<file path="src/rtl/id_queue_pkg.sv">
// RV32I decode types shared by the instruction queue, its interface and the decoder.
// Holds the opcode/funct3 enums, ALU/compare encodings, the decoded uop and immediate helpers.
package rv32i_types;

    typedef enum logic [6:0] {
        op_lui   = 7'b0110111,
        op_auipc = 7'b0010111,
        op_jal   = 7'b1101111,
        op_jalr  = 7'b1100111,
        op_br    = 7'b1100011,
        op_load  = 7'b0000011,
        op_store = 7'b0100011,
        op_imm   = 7'b0010011,
        op_reg   = 7'b0110011
    } rv32i_opcode_t;

    typedef enum logic [2:0] {
        f3_add  = 3'b000,
        f3_sll  = 3'b001,
        f3_slt  = 3'b010,
        f3_sltu = 3'b011,
        f3_xor  = 3'b100,
        f3_sr   = 3'b101,
        f3_or   = 3'b110,
        f3_and  = 3'b111
    } arith_f3_t;

    // Compare encodings reuse the branch funct3 so BR can pass funct3 straight through.
    typedef enum logic [2:0] {
        cmp_beq  = 3'b000,
        cmp_bne  = 3'b001,
        cmp_blt  = 3'b100,
        cmp_bge  = 3'b101,
        cmp_bltu = 3'b110,
        cmp_bgeu = 3'b111
    } cmp_op_t;

    typedef enum logic [2:0] {
        alu_add = 3'b000,
        alu_sll = 3'b001,
        alu_sra = 3'b010,
        alu_sub = 3'b011,
        alu_xor = 3'b100,
        alu_srl = 3'b101,
        alu_or  = 3'b110,
        alu_and = 3'b111
    } alu_op_t;

    typedef struct packed {
        logic    alu_or_cmp;
        alu_op_t aluop;
        cmp_op_t cmpop;
    } alu_sel_t;

    // One instruction-buffer slot as delivered by fetch.
    typedef struct packed {
        logic [31:0] pc;
        logic [31:0] inst;
        logic [31:0] pred_pc;
        logic        pred_taken;
    } ib_entry_t;

    typedef struct packed {
        logic [31:0] pc;
        logic [31:0] inst;
        logic [31:0] pred_pc;
        logic        pred_taken;
        logic [6:0]  opcode;
        logic [2:0]  funct3;
        logic [4:0]  rd_s;
        logic [4:0]  rs1_s;
        logic [4:0]  rs2_s;
        logic [31:0] rs1_v;
        logic [31:0] rs2_v;
        logic [31:0] imm;
        logic        use_imm;
        logic        regf_we;
        logic        mem_read;
        logic        mem_write;
        logic        branch;
        logic        jal;
        logic        jalr;
        logic        illegal;
        logic        alu_or_cmp;
        alu_op_t     aluop;
        cmp_op_t     cmpop;
    } decoded_uop_t;

    function automatic logic [31:0] imm_i(input logic [31:0] inst);
        return {{21{inst[31]}}, inst[30:20]};
    endfunction

    function automatic logic [31:0] imm_s(input logic [31:0] inst);
        return {{21{inst[31]}}, inst[30:25], inst[11:7]};
    endfunction

    function automatic logic [31:0] imm_b(input logic [31:0] inst);
        return {{20{inst[31]}}, inst[7], inst[30:25], inst[11:8], 1'b0};
    endfunction

    function automatic logic [31:0] imm_u(input logic [31:0] inst);
        return {inst[31:12], 12'h000};
    endfunction

    // SLT/SLTU go to the comparator; funct7[5] picks SUB only for register ADD, SRA for both shift forms.
    function automatic alu_sel_t alu_select(input logic [2:0] funct3, input logic funct7_b5,
                                            input logic is_reg);
        alu_sel_t s;
        s.alu_or_cmp = 1'b1;
        s.aluop      = alu_add;
        s.cmpop      = cmp_beq;
        case (arith_f3_t'(funct3))
            f3_add:  s.aluop = (is_reg && funct7_b5) ? alu_sub : alu_add;
            f3_sll:  s.aluop = alu_sll;
            f3_slt:  begin s.alu_or_cmp = 1'b0; s.cmpop = cmp_blt;  end
            f3_sltu: begin s.alu_or_cmp = 1'b0; s.cmpop = cmp_bltu; end
            f3_xor:  s.aluop = alu_xor;
            f3_sr:   s.aluop = funct7_b5 ? alu_sra : alu_srl;
            f3_or:   s.aluop = alu_or;
            f3_and:  s.aluop = alu_and;
            default: s.aluop = alu_add;
        endcase
        return s;
    endfunction

endpackage

</file>
<file path="src/rtl/id_queue_if.sv">
// Fetch-side push channel and execute-side pop channel of the instruction queue.
interface id_queue_if;
    import rv32i_types::*;

    logic         in_valid;
    logic         in_ready;
    logic [31:0]  in_pc;
    logic [31:0]  in_inst;
    logic [31:0]  in_pred_pc;
    logic         in_pred_taken;
    logic         out_valid;
    logic         out_ready;
    decoded_uop_t out_uop;

    // master is the surrounding pipeline (fetch + execute); slave is the queue itself.
    modport master (
        output in_valid, in_pc, in_inst, in_pred_pc, in_pred_taken, out_ready,
        input  in_ready, out_valid, out_uop
    );

    modport slave (
        input  in_valid, in_pc, in_inst, in_pred_pc, in_pred_taken, out_ready,
        output in_ready, out_valid, out_uop
    );
endinterface

</file>
<file path="src/rtl/id_queue_inst_decoder.sv">
// Combinational RV32I decoder applied to the head entry of the instruction queue.
// Source values are left zero here; the queue fills them from the regfile/bypass network.
module inst_decoder
    import rv32i_types::*;
(
    input  ib_entry_t    entry,
    output decoded_uop_t uop
);

    logic [31:0] inst;
    logic [2:0]  funct3;
    alu_sel_t    sel;

    assign inst   = entry.inst;
    assign funct3 = inst[14:12];
    assign sel    = alu_select(funct3, inst[30], inst[6:0] == op_reg);

    always_comb begin
        // NOTE: the whole uop is defaulted before the case, so no opcode path can leave a field
        // unassigned and infer a latch; it also makes unknown opcodes inert by construction.
        uop            = '0;
        uop.pc         = entry.pc;
        uop.inst       = inst;
        uop.pred_pc    = entry.pred_pc;
        uop.pred_taken = entry.pred_taken;
        uop.opcode     = inst[6:0];
        uop.funct3     = funct3;
        uop.rd_s       = inst[11:7];
        uop.rs1_s      = inst[19:15];
        uop.rs2_s      = inst[24:20];
        uop.alu_or_cmp = 1'b1;
        uop.aluop      = alu_add;
        uop.cmpop      = cmp_beq;

        case (rv32i_opcode_t'(inst[6:0]))
            op_lui, op_auipc: begin
                uop.regf_we = 1'b1;
                uop.use_imm = 1'b1;
                uop.imm     = imm_u(inst);
                uop.rs1_s   = '0;
                uop.rs2_s   = '0;
            end
            op_jal: begin
                uop.regf_we = 1'b1;
                uop.jal     = 1'b1;
                uop.use_imm = 1'b1;
                uop.imm     = 32'd4;
                uop.rs1_s   = '0;
                uop.rs2_s   = '0;
            end
            op_jalr: begin
                uop.regf_we = 1'b1;
                uop.jalr    = 1'b1;
                uop.use_imm = 1'b1;
                uop.imm     = 32'd4;
                uop.rs2_s   = '0;
            end
            op_br: begin
                uop.branch     = 1'b1;
                uop.imm        = imm_b(inst);
                uop.rd_s       = '0;
                uop.alu_or_cmp = 1'b0;
                uop.cmpop      = cmp_op_t'(funct3);
            end
            op_load: begin
                uop.regf_we  = 1'b1;
                uop.mem_read = 1'b1;
                uop.use_imm  = 1'b1;
                uop.imm      = imm_i(inst);
                uop.rs2_s    = '0;
            end
            op_store: begin
                uop.mem_write = 1'b1;
                uop.use_imm   = 1'b1;
                uop.imm       = imm_s(inst);
                uop.rd_s      = '0;
            end
            op_imm: begin
                uop.regf_we    = 1'b1;
                uop.use_imm    = 1'b1;
                uop.rs2_s      = '0;
                // Shift immediates carry funct7 in the upper bits, so only the shamt is kept.
                uop.imm        = (funct3 == f3_sll || funct3 == f3_sr) ?
                                 {27'd0, inst[24:20]} : imm_i(inst);
                uop.alu_or_cmp = sel.alu_or_cmp;
                uop.aluop      = sel.aluop;
                uop.cmpop      = sel.cmpop;
            end
            op_reg: begin
                uop.regf_we    = 1'b1;
                uop.alu_or_cmp = sel.alu_or_cmp;
                uop.aluop      = sel.aluop;
                uop.cmpop      = sel.cmpop;
            end
            default: begin
                uop.illegal = 1'b1;
                uop.rd_s    = '0;
                uop.rs1_s   = '0;
                uop.rs2_s   = '0;
            end
        endcase
    end

endmodule

</file>
<file path="src/rtl/id_queue.sv">
// Instruction buffer between fetch and execute: a DEPTH-entry circular queue whose head is
// decoded combinationally, with regfile source values bypassed from the writeback ports.
module id_queue
    import rv32i_types::*;
#(
    parameter int DEPTH  = 4,
    parameter int NUM_WB = 2
) (
    input  logic                         clk,
    input  logic                         rst,
    input  logic                         flush,
    id_queue_if.slave                    bus,
    output logic [4:0]                   rf_rs1_s,
    output logic [4:0]                   rf_rs2_s,
    input  logic [31:0]                  rf_rs1_v,
    input  logic [31:0]                  rf_rs2_v,
    input  logic [NUM_WB-1:0]            wb_we,
    input  logic [NUM_WB-1:0][4:0]       wb_rd_s,
    input  logic [NUM_WB-1:0][31:0]      wb_rd_v,
    output logic [$clog2(DEPTH):0]       count
);

    localparam int PW = $clog2(DEPTH);
    localparam int CW = PW + 1;
    localparam logic [CW-1:0] FULL = CW'(DEPTH);

    ib_entry_t        mem [DEPTH];
    logic [PW-1:0]    wptr;
    logic [PW-1:0]    rptr;
    logic             push;
    logic             pop;
    ib_entry_t        in_entry;
    ib_entry_t        head;
    decoded_uop_t     dec_uop;
    logic [31:0]      rs1_val;
    logic [31:0]      rs2_val;

    // Both handshakes depend only on the registered count (plus flush), never on out_ready.
    assign bus.in_ready  = (count < FULL);
    assign bus.out_valid = (count != '0) && !flush;

    assign push = bus.in_valid && bus.in_ready && !flush;
    assign pop  = bus.out_valid && bus.out_ready;

    assign in_entry = '{pc: bus.in_pc, inst: bus.in_inst,
                        pred_pc: bus.in_pred_pc, pred_taken: bus.in_pred_taken};

    always_ff @(posedge clk or negedge rst) begin
        // NOTE: state registers use non-blocking assignments so every reader of wptr/rptr/count
        // in this edge sees the pre-edge values regardless of statement order.
        if (!rst) begin
            wptr  <= '0;
            rptr  <= '0;
            count <= '0;
        end else if (flush) begin
            wptr  <= '0;
            rptr  <= '0;
            count <= '0;
        end else begin
            if (push) wptr <= wptr + PW'(1);
            if (pop)  rptr <= rptr + PW'(1);
            case ({push, pop})
                2'b10:   count <= count + CW'(1);
                2'b01:   count <= count - CW'(1);
                default: count <= count;
            endcase
        end
    end

    // NOTE: the payload array has no reset; validity is tracked entirely by count, and leaving
    // the storage unreset lets it map onto plain RAM/flops without a reset tree.
    always_ff @(posedge clk) begin
        if (push) mem[wptr] <= in_entry;
    end

    assign head = mem[rptr];

    inst_decoder u_decoder (
        .entry (head),
        .uop   (dec_uop)
    );

    assign rf_rs1_s = dec_uop.rs1_s;
    assign rf_rs2_s = dec_uop.rs2_s;

    // Later writeback ports override earlier ones; x0 is forced to zero last so nothing can beat it.
    always_comb begin
        rs1_val = rf_rs1_v;
        rs2_val = rf_rs2_v;
        for (int i = 0; i < NUM_WB; i++) begin
            if (wb_we[i] && wb_rd_s[i] == dec_uop.rs1_s) rs1_val = wb_rd_v[i];
            if (wb_we[i] && wb_rd_s[i] == dec_uop.rs2_s) rs2_val = wb_rd_v[i];
        end
        if (dec_uop.rs1_s == '0) rs1_val = '0;
        if (dec_uop.rs2_s == '0) rs2_val = '0;
    end

    always_comb begin
        bus.out_uop       = dec_uop;
        bus.out_uop.rs1_v = rs1_val;
        bus.out_uop.rs2_v = rs2_val;
    end

endmodule

</file>
<file path="src/flat_wrapper.sv">
// flat-port wrapper written by rule: the top's interface ports become plain ports
module id_queue_flat import rv32i_types::*;
#(
    parameter int DEPTH  = 4,
    parameter int NUM_WB = 2
)
  (clk, rst, flush, rf_rs1_s, rf_rs2_s, rf_rs1_v, rf_rs2_v, wb_we, wb_rd_s, wb_rd_v, count, bus_in_valid, bus_in_pc, bus_in_inst, bus_in_pred_pc, bus_in_pred_taken, bus_out_ready, bus_in_ready, bus_out_valid, bus_out_uop);
  id_queue_if bus_i ();
  input  logic clk;
  input  logic rst;
  input  logic flush;
  output logic [4:0] rf_rs1_s;
  output logic [4:0] rf_rs2_s;
  input  logic [31:0] rf_rs1_v;
  input  logic [31:0] rf_rs2_v;
  input  logic [NUM_WB-1:0] wb_we;
  input  logic [NUM_WB-1:0][4:0] wb_rd_s;
  input  logic [NUM_WB-1:0][31:0] wb_rd_v;
  output logic [$clog2(DEPTH):0] count;
  input wire logic [$bits(bus_i.in_valid)-1:0] bus_in_valid;
  input wire logic [$bits(bus_i.in_pc)-1:0] bus_in_pc;
  input wire logic [$bits(bus_i.in_inst)-1:0] bus_in_inst;
  input wire logic [$bits(bus_i.in_pred_pc)-1:0] bus_in_pred_pc;
  input wire logic [$bits(bus_i.in_pred_taken)-1:0] bus_in_pred_taken;
  input wire logic [$bits(bus_i.out_ready)-1:0] bus_out_ready;
  output wire logic [$bits(bus_i.in_ready)-1:0] bus_in_ready;
  output wire logic [$bits(bus_i.out_valid)-1:0] bus_out_valid;
  output wire logic [$bits(bus_i.out_uop)-1:0] bus_out_uop;
  assign bus_i.in_valid = bus_in_valid;
  assign bus_i.in_pc = bus_in_pc;
  assign bus_i.in_inst = bus_in_inst;
  assign bus_i.in_pred_pc = bus_in_pred_pc;
  assign bus_i.in_pred_taken = bus_in_pred_taken;
  assign bus_i.out_ready = bus_out_ready;
  assign bus_in_ready = bus_i.in_ready;
  assign bus_out_valid = bus_i.out_valid;
  assign bus_out_uop = bus_i.out_uop;
  id_queue #(.DEPTH(DEPTH), .NUM_WB(NUM_WB)) u_core (.clk(clk), .rst(rst), .flush(flush), .bus(bus_i), .rf_rs1_s(rf_rs1_s), .rf_rs2_s(rf_rs2_s), .rf_rs1_v(rf_rs1_v), .rf_rs2_v(rf_rs2_v), .wb_we(wb_we), .wb_rd_s(wb_rd_s), .wb_rd_v(wb_rd_v), .count(count));
endmodule
</file>
<file path="config.mk">
export PLATFORM = sky130hd
export DESIGN_NAME = id_queue_flat
export DESIGN_NICKNAME = d
export VERILOG_FILES = /design/src/rtl/id_queue_pkg.sv /design/src/rtl/id_queue_if.sv /design/src/rtl/id_queue_inst_decoder.sv /design/src/rtl/id_queue.sv /design/src/flat_wrapper.sv
export SDC_FILE = /design/constraint.sdc
export NUM_CORES = 1
export LEC_CHECK = 0
export BUFFER_PORTS_ARGS = -buffer_cell sky130_fd_sc_hd__buf_4
export CAP_MARGIN = 10
export CORE_MARGIN = 5
export CORE_UTILIZATION = 48
export CTS_BUF_LIST = sky130_fd_sc_hd__clkbuf_16
export DETAILED_ROUTE_END_ITERATION = 12
export PLACE_DENSITY = 0.78
export SLEW_MARGIN = 20
export SYNTH_ARGS = -nofsm -noshare
export SYNTH_HDL_FRONTEND = slang
export SYNTH_HIERARCHICAL = 1
export SYNTH_SLANG_ARGS = --single-unit
export TNS_END_PERCENT = 10
</file>
<file path="constraint.sdc">
create_clock -name clk -period 4.4 [get_ports clk]
set_clock_uncertainty 0.15 [all_clocks]
set_input_delay 0.66 -clock clk [delete_from_list [all_inputs] [get_ports clk]]
set_output_delay 0.66 -clock clk [all_outputs]
set_load 0.01 [all_outputs]
</file>
==> results summary <==
The flow ran to the end, but the final reports show violations. The final reports fail on negative setup slack. The final number of hold-violating endpoints came out at 0. The finished layout cell area came out at 0.0247 mm². The worst-case setup slack after placement is 0.0978 ns. Setup repair after global routing could not meet its margin everywhere. The first global-routing pass estimated 86100 µm of wire. The chip height is 206 µm.

The minimum period implied by the final worst setup slack is 4.62 ns. The startpoint of the lowest-slack register-to-register path is u_core/count[2]. Averaged over all synthesized cells, the footprint is 15.8 µm². The endpoint required time on the critical path is 3.59 ns.

Setup slack on the critical path of the routed design comes to -0.219 ns. For this run, the top clock speed supported by timing is 216 MHz. The relative max-transition margin is 45.4%. The maximum number of pins on one net before global-route repair is 56. The highest net fanout along the worst path came out at 6. The portion of total power attributed to sequential cells came out at 46.1%. In this run the worst setup path begins at u_core/rptr[0]. The width of the die is 206 µm. The number of antenna violations at the first check in global routing came to 16. The worst-skew pair later-pin latency came out at 0.53 ns. The area added between synthesis and finish is 34.2%. The final-stage net count is 1866. In the routed design, unresolved DRC markers number 0.

The longest individual stage delay on the worst path came out at 0.53 ns. In the final timing run, aggregate negative setup slack is -9.27 ns. The signal on the critical path passes through mux4_2 > nand3b_1 > nor3_4 > nor2_4 > buf_12 > nor2b_4 > buf_6 > xnor2_2 > nand4_1 > or2_4 > buf_4 > a311oi_2 > buf_4. After synthesis the cells add up to 0.0184 mm². The library cell contributing the largest single delay on the critical path is sky130_fd_sc_hd__mux4_2. In this run switching power makes up 24.5% of total power. In the synthesized netlist, the number of instances is 1166.

The detailed-route wire length came out at 60800 µm. The number of buffers and inverters on the critical path is 4. The post-synth net total is 1413. The type of origin of the critical path is a flop. The path class of the tightest hold or removal check is input port to flop. The number of CTS-inserted buffers came out at 39. The initialized floorplan defines 71 standard-cell rows. The worst hold path begins at bus_in_pred_pc[19]. CTS placed an instance of sky130_fd_sc_hd__clkbuf_16 at the clock tree root. The maximum count of clock buffers along a single path is 3. The I/O pin count is 490. The number of cells on the worst hold path came out at 1. The via count normalized by instance count came out at 5.86.

IR analysis of the VDD net gives a maximum drop of 0.489 mV. The switching power came out at 2.29 mW. The actual slew at the worst max-slew pin came out at 0.811 ns. The iteration-0 DRC count of the detailed router came out at 1161.

Cells with a size suffix above 1 make up 53.6% of the layout. The overall routing resource usage is 27.7%. Summed over all nets, the half-perimeter wirelength after detailed placement is 42000 µm. The most used cell along the critical path is sky130_fd_sc_hd__buf_4.

The remaining antenna violation count is 0. The global route total overflow is 0. Once layout is complete, the cells apart from fillers number 2171. Power spread over the standard cell area amounts to 378 mW/mm². The via total after detailed routing is 12700. For this design the static power due to leakage is 9.06 nW. The number of max-slew violations in the final report is 0.

The number of setup violations in the final report is 64. The area of the core is 0.0378 mm². The final estimated routing congestion in global placement came out at 0.974.

The fraction of power consumed by combinational cells came out at 18.2%. The TritonCTS sink count came out at 395. The cell count after placement is 2037. The number of cells on the worst reg-to-reg path is 3.

The total power after layout came out at 9.33 mW. The total number of H-tree levels is 2. The die covers 0.0423 mm². The slack of the worst reg-to-reg path came out at 1.70 ns.

TritonCTS built the clock tree. The share of total power dissipated in the clock network is 35.6%. The path with the worst hold slack has its endpoint at u_core/mem[2][20]. STA classifies the critical path endpoint as a primary output. The type of the worst setup path is flop to primary output. Of the available clock period, the critical path in the final layout requires 105%. The yosys synthesis warning count is 6. The count of buffers added on input and output ports is 489. The initial cell density of the core is 48.7%. The first-pass detailed-route iteration total came out at 5. In this run the critical register-to-register path is captured at u_core/mem[2][54]. The clock-pin slew on the worst setup and hold paths is 0.06 ns. The internal power of the cells is 7.04 mW. The average routed wire per standard cell is 28.0 µm. The cell family contributing the most delay on the critical path is simple AND/OR/NAND/NOR gates. The via count of the first global-routing pass is 13200. Max-cap violations in this run came to 0.

The area of placed instances is 0.0222 mm². For the worst setup path, the data arrival time is 3.81 ns.
power by group through the flow:
stage               sequential, mW  combinational (mW)  clock (mW)
finish                        4.30                1.70        3.32
global route                  4.31                1.80        3.55
CTS                           4.30                1.66        3.40
detailed placement            4.38                1.55           0
global placement              4.38                1.53           0
floorplan                     4.38               0.906           0
worst register-to-register path, cell delays in order (launching register included):
cell and delay, ns:
sky130_fd_sc_hd__dfrtp_1 0.46, sky130_fd_sc_hd__nor2b_1 0.50, sky130_fd_sc_hd__and3_4 0.79, sky130_fd_sc_hd__buf_4 0.46
sequential cells by signal, summed over array words and instances (netlist names):
name          count
u_core/count      3
u_core/mem      388
u_core/rptr       2
u_core/wptr       2
cell usage in the layout (no fill, tap or decap), types with 31 or more instances in the layout:
cell type,instances
sky130_fd_sc_hd__mux4_2,97
sky130_fd_sc_hd__a311oi_2,55
sky130_fd_sc_hd__o21ai_0,31
sky130_fd_sc_hd__edfxtp_1,388
sky130_fd_sc_hd__o21ai_1,34
sky130_fd_sc_hd__clkbuf_16,41
sky130_fd_sc_hd__or3_1,40
sky130_fd_sc_hd__nor3_1,65
sky130_fd_sc_hd__nand2_1,43
sky130_fd_sc_hd__buf_4,565
metrics by stage:
step,hold WS (ns),util [%]
floorplan,0.214,-
global placement,0.365,58.8
detailed placement,0.365,58.8
CTS,0.144,64.5
global route,0.154,65.4
finish,0.169,65.4
per-layer routing:
layer	routed length [µm]	GRT usage, %	part of all wire [%]	vias up
li1	-	-	-	5471
met1	20400	31.5	34	6346
met2	30900	47.7	51	722
met3	5870	8.27	9.7	183
met4	3620	13.7	6.0	4
met5	34	0	0.056	-
worst max path at each step:
stage               cells after the start          endpoint  slack (ns)
floorplan                              13  bus_out_uop[101]       -0.08
global placement                        9   bus_out_uop[92]        0.11
detailed placement                      9   bus_out_uop[92]         0.1
CTS                                    13   bus_out_uop[92]       -0.21
global route                           13  bus_out_uop[104]       -0.35
finish                                 13   bus_out_uop[92]       -0.22
area by class of cell:
type,count,area (µm²)
Timing Repair Buffer,614,5040
Clock buffer,40,1000
Clock inverter,28,278
Inverter,6,22.5
Antenna cell,14,35.0
Multi-Input combinational cell,563,5840
Sequential cell,395,11800
Fill cell,2596,13100
Tap cell,511,639
repair_timing:
action,in CTS,in global routing
setup endpoints to repair,64,86
buffers inserted,32,9
resized for setup,108,46
hold buffers,1,0
pin swaps,83,18
hold endpoints to repair,7,0
cloned,8,2
(Power assumes the default switching activity.)
